[src/rtl/bcd_time_counter.sv]
// 24-hour BCD time-of-day counter with a mode/inc button-driven setting FSM.
// All outputs are registered; digit arithmetic stays within 4 bits per digit.
module bcd_time_counter #(
  parameter logic [7:0] RESET_HOUR   = 8'h00,
  parameter logic [7:0] RESET_MINUTE = 8'h00,
  parameter logic [7:0] RESET_SECOND = 8'h00
) (
  input  logic       clk_1hz,
  input  logic       cr,
  input  logic       en,
  input  logic       mode,
  input  logic       inc,
  output logic [7:0] hour,
  output logic [7:0] minute,
  output logic [7:0] second,
  output logic [1:0] set_state,
  output logic       day_carry
);

  typedef enum logic [1:0] {
    RUN   = 2'b00,
    SET_H = 2'b01,
    SET_M = 2'b10
  } state_t;

  state_t state;
  logic   mode_d;
  logic   mode_rise;

  logic [8:0] sec_nxt;
  logic [8:0] min_nxt;
  logic [8:0] hr_nxt;

  // One BCD step of a two-digit field; bit 8 flags the wrap from the top
  // value (top_t:top_u) back to 00. Each digit is handled as its own nibble.
  function automatic logic [8:0] bcd_step(input logic [7:0] val,
                                          input logic [3:0] top_t,
                                          input logic [3:0] top_u);
    logic [3:0] t;
    logic [3:0] u;
    t = val[7:4];
    u = val[3:0];
    if (t == top_t && u == top_u)
      return {1'b1, 8'h00};
    else if (u == 4'd9)
      return {1'b0, t + 4'd1, 4'd0};
    else
      return {1'b0, t, u + 4'd1};
  endfunction

  // Rising edge of the debounced mode level and per-field next values.
  always_comb begin
    mode_rise = mode & ~mode_d;
    sec_nxt   = bcd_step(second, 4'd5, 4'd9);
    min_nxt   = bcd_step(minute, 4'd5, 4'd9);
    hr_nxt    = bcd_step(hour,   4'd2, 4'd3);
  end

  // Setting FSM, time registers and the one-cycle day carry.
  always_ff @(posedge clk_1hz or posedge cr) begin
    if (cr) begin
      state     <= RUN;
      mode_d    <= 1'b0;
      hour      <= RESET_HOUR;
      minute    <= RESET_MINUTE;
      second    <= RESET_SECOND;
      day_carry <= 1'b0;
    end else begin
      mode_d    <= mode;
      day_carry <= 1'b0;
      case (state)
        RUN: begin
          if (mode_rise) begin
            state <= SET_H;
          end
          // The transition edge itself is still a RUN edge, so time counts.
          if (en) begin
            second <= sec_nxt[7:0];
            if (sec_nxt[8]) begin
              minute <= min_nxt[7:0];
              if (min_nxt[8]) begin
                hour <= hr_nxt[7:0];
                if (hr_nxt[8]) day_carry <= 1'b1;
              end
            end
          end
        end
        SET_H: begin
          if (mode_rise)  state <= SET_M;
          else if (inc)   hour  <= hr_nxt[7:0];
        end
        SET_M: begin
          if (mode_rise) begin
            state  <= RUN;
            second <= 8'h00;
          end else if (inc) begin
            minute <= min_nxt[7:0];
          end
        end
        default: state <= RUN;
      endcase
    end
  end

  assign set_state = state;

endmodule
[config.mk]
export PLATFORM = sky130hd
export DESIGN_NAME = bcd_time_counter
export DESIGN_NICKNAME = d
export VERILOG_FILES = /design/src/rtl/bcd_time_counter.sv
export SDC_FILE = /design/constraint.sdc
export NUM_CORES = 1
export LEC_CHECK = 0
export ABC_AREA = 0
export CORE_MARGIN = 2
export CORE_UTILIZATION = 36
export DETAILED_ROUTE_END_ITERATION = 7
export PLACE_DENSITY_LB_ADDON = 0.12
export SLEW_MARGIN = 20
export SYNTH_ARGS = -nofsm -noshare
export SYNTH_HDL_FRONTEND = slang
export SYNTH_SLANG_ARGS = --single-unit
[constraint.sdc]
create_clock -name clk_1hz -period 2.28 [get_ports clk_1hz]
set_clock_uncertainty 0.15 [all_clocks]
set_input_delay 0.456 -clock clk_1hz [delete_from_list [all_inputs] [get_ports clk_1hz]]
set_output_delay 0.456 -clock clk_1hz [all_outputs]
set_load 0.02 [all_outputs]
==> impl_metrics.py <==
metrics = {
    "run_status": {
        "status": "finished clean",
    },
    "clocking": {
        "clockBufferDepth": 2,
        "cts.sinks": 28,
        "cts_tree": "yes",
        "cts_buffers": 3,
        "cts_root_buf": "clkbuf_8",
        "postCtsHoldBufs": 0,
        "cts_resized": 0,
        "path_clk_slew_ps": 100,
        "cts_setup_buffers": 0,
        "cts-htree-levels": 1,
        "worstSkewPairLatency_ps": 270,
    },
    "die": {
        "rows": 25,
        "fp.dieH_um": 73.11,
        "core_mm2": 0.004661,
        "pin_count": 32,
        "floorplan.initialDensity_pct": 36.89,
        "die_area_mm2": 0.005344,
        "fp.dieW_um": 73.11,
    },
    "sta": {
        "report.final.slew_viol_count": 0,
        "min_period_over_period_pct": 94.55,
        "setup_tns_ps": 0,
        "rsz0062_at_grt": "no",
        "final-setup-viol-count": 0,
        "fmax_mhz": 463.9,
        "slew_headroom_pct": 72.91,
        "setup_ws_ps": 124.3,
        "tightest_slew_ps": 404.1,
        "hold_viol": 0,
        "fin_crit_ps": 2156,
    },
    "setup_path": {
        "required_ps": 2330,
        "crit_arrival_ps": 2200,
        "critPathLaunch": "second[4]",
        "path_cells": "ha_1 > and3b_2 > or3_1 > or4_1 > o211ai_1",
        "crit_path_top_delay_cell": "or4_1",
        "cp-end-kind": "flop",
        "path_class": "flop to flop",
        "crit_cells": 5,
        "critPathBufInv": 0,
        "r2r_start": "second[4]",
        "critPathCapture": "second[7]",
        "path_max_fanout": 7,
        "worstSetupStartpointType": "flop",
        "worstReg2RegEnd": "second[7]",
        "slowest_delay_ps": 490,
        "r2r_slack_ps": 120,
        "worst_r2r_path_depth": 5,
        "cp_top_family": "simple AND/OR/NAND/NOR gates",
    },
    "place": {
        "dpl_cell_area_mm2": 0.002147,
        "dp_hpwl_mm": 2.976,
        "numPortBuffers": 31,
        "pre_cts_ws_ps": -41.56,
        "routabilityCongestion": 0.7445,
    },
    "grt": {
        "grt_pass1_vias": 1480,
        "antenna_found_initial": 0,
        "grt_max_degree": 29,
        "grt_pass1_wl_mm": 6.630,
        "grt_util_all_layers_pct": 15.77,
        "grt_overflow_total": 0,
    },
    "yosys": {
        "ys_seq_elements": 28,
        "synth_fa_ha_area_share_pct": 8.734,
        "ys_types": 43,
        "synthMuxAreaShare_pct": 6.550,
        "synth_top_family_by_area": "simple AND/OR/NAND/NOR gates",
        "avgSynthCellArea_um2": 9.768,
        "synth_compound_area_share_pct": 14.92,
        "synth_xor_area_share_pct": 0.5095,
        "yosysWarnings": 0,
        "syn_area_mm2": 0.001719,
        "synth-main-ff-cell": "dfrtp_1",
        "synth_edf_count": 0,
        "synthSimpleGateAreaFrac_pct": 24.67,
        "async_reset_ff_share_pct": 100.0,
        "netlist_instances": 176,
        "ys_seq_area_share_pct": 40.76,
        "synth_nets": 193,
    },
    "detailed_routing": {
        "drt-initial-drc-count": 41,
        "drc": 0,
        "firstDrtPassIters": 4,
        "post_drt_wl_per_cell_um": 14.79,
        "finalWirelength_mm": 3.993,
        "drt-vias-per-instance": 5.422,
        "detail-route-antenna-nets": 0,
        "vias": 1464,
    },
    "pwr": {
        "cellPowerDensity_mw_per_mm2": 1063,
        "leakagePower_nw": 0.9626,
        "ir_drop_v": 0.0005766,
    },
    "finish": {
        "ff_latch_area_um2": 701.9,
        "layout_common_cells": "clkdlybuf4s50_1 (31), dfrtp_1 (27), nor2_1 (17), ha_1 (12), buf_4 (11)",
        "area_growth_pct": 28.31,
        "multiInputGateArea_um2": 954.7,
        "layout.nets": 234,
        "finalCoreUtilization_pct": 47.33,
        "n_antenna_cell": 0,
        "fin_area_mm2": 0.002206,
        "fill_cells": 434,
        "drive_gt1_share_pct": 16.67,
        "final_common_cell": "clkdlybuf4s50_1",
    },
    "hold_path": {
        "hp-class": "flop to flop",
    },
    "flow_run": {
        "cap_violations": 0,
    },
}
[worst min path at each step]
stage	startpoint	endpoint	slack, ps	cells after the start
final	second[6]	second[6]	400	1
after global routing	second[6]	second[6]	420	1
after CTS	second[6]	second[6]	400	1
after detailed placement	second[6]	second[6]	380	1
after global placement	second[6]	second[6]	370	1
after floorplan	mode	mode_d	340	0
[cells by family (layout without fill, tap and decap cells)]
group                    after synthesis  count (layout)
AO/OA/AOI/OAI                         36              36
XOR/XNOR                               1               1
adder cells (fa/ha/maj)               12              12
buffers and inverters                 15              55
flip-flops                            28              28
multiplexers                          10              10
AND/OR/NAND/NOR                       74              74
[per-stage QoR]
stage,hold WS [ps],power [mW],std cells
after global placement,374.1,2.010,266
after floorplan,337.4,1.545,176
after CTS,398.4,2.364,270
final,404.7,2.344,270
after detailed placement,384.0,2.038,266
after global routing,418.0,2.524,270
[where the power goes]
group	switching [mW]	leakage (nW)	internal [mW]	total, mW
logic	0.572	0.570	0.595	1.17
registers	0.228	0.364	0.631	0.859
clock network	0.164	0.0288	0.155	0.318
[area by class of cell]
class                           instances  area share, %
Timing Repair Buffer                   42          17.81
Sequential cell                        28          31.82
Tap cell                               54          3.063
Clock buffer                            4          2.496
Inverter                                9          1.531
Multi-Input combinational cell        133          43.28
[cell usage after synthesis (all sizes together), types with 2 or more instances]
cell | count | area [um^2]
a31o | 2 | 17.52
or3 | 2 | 12.51
o21ai | 10 | 61.31
inv | 9 | 33.78
or4 | 2 | 15.01
o211ai | 2 | 15.01
nand2 | 8 | 30.03
nor2b | 5 | 31.28
mux2 | 10 | 112.6
a21oi | 6 | 30.03
nor4 | 2 | 12.51
dfrtp | 28 | 700.7
and3 | 4 | 26.28
a31oi | 3 | 18.77
nand3b | 4 | 30.03
buf | 5 | 28.78
nor2 | 17 | 63.81
nand3 | 9 | 45.04
ha | 12 | 150.1
nand2b | 6 | 37.54
nor3 | 5 | 30.03
a22o | 5 | 43.79
and3b | 4 | 35.03
nand4 | 3 | 25.02
[sequential cells by signal (all words and copies together) (netlist names)]
name	count
set_state	2
hour	8
day_carry	1
minute	8
mode_d	1
second	8
[metal layers]
layer / routed length [um] / GRT usage (%) / share of wire, %
met5: 0 / 0 / 0
met4: 54 / 5.556 / 1.4
met3: 117 / 2.762 / 2.9
met2: 2071 / 29.03 / 52
met1: 1750 / 18.09 / 44
(Power assumes the default switching activity.)
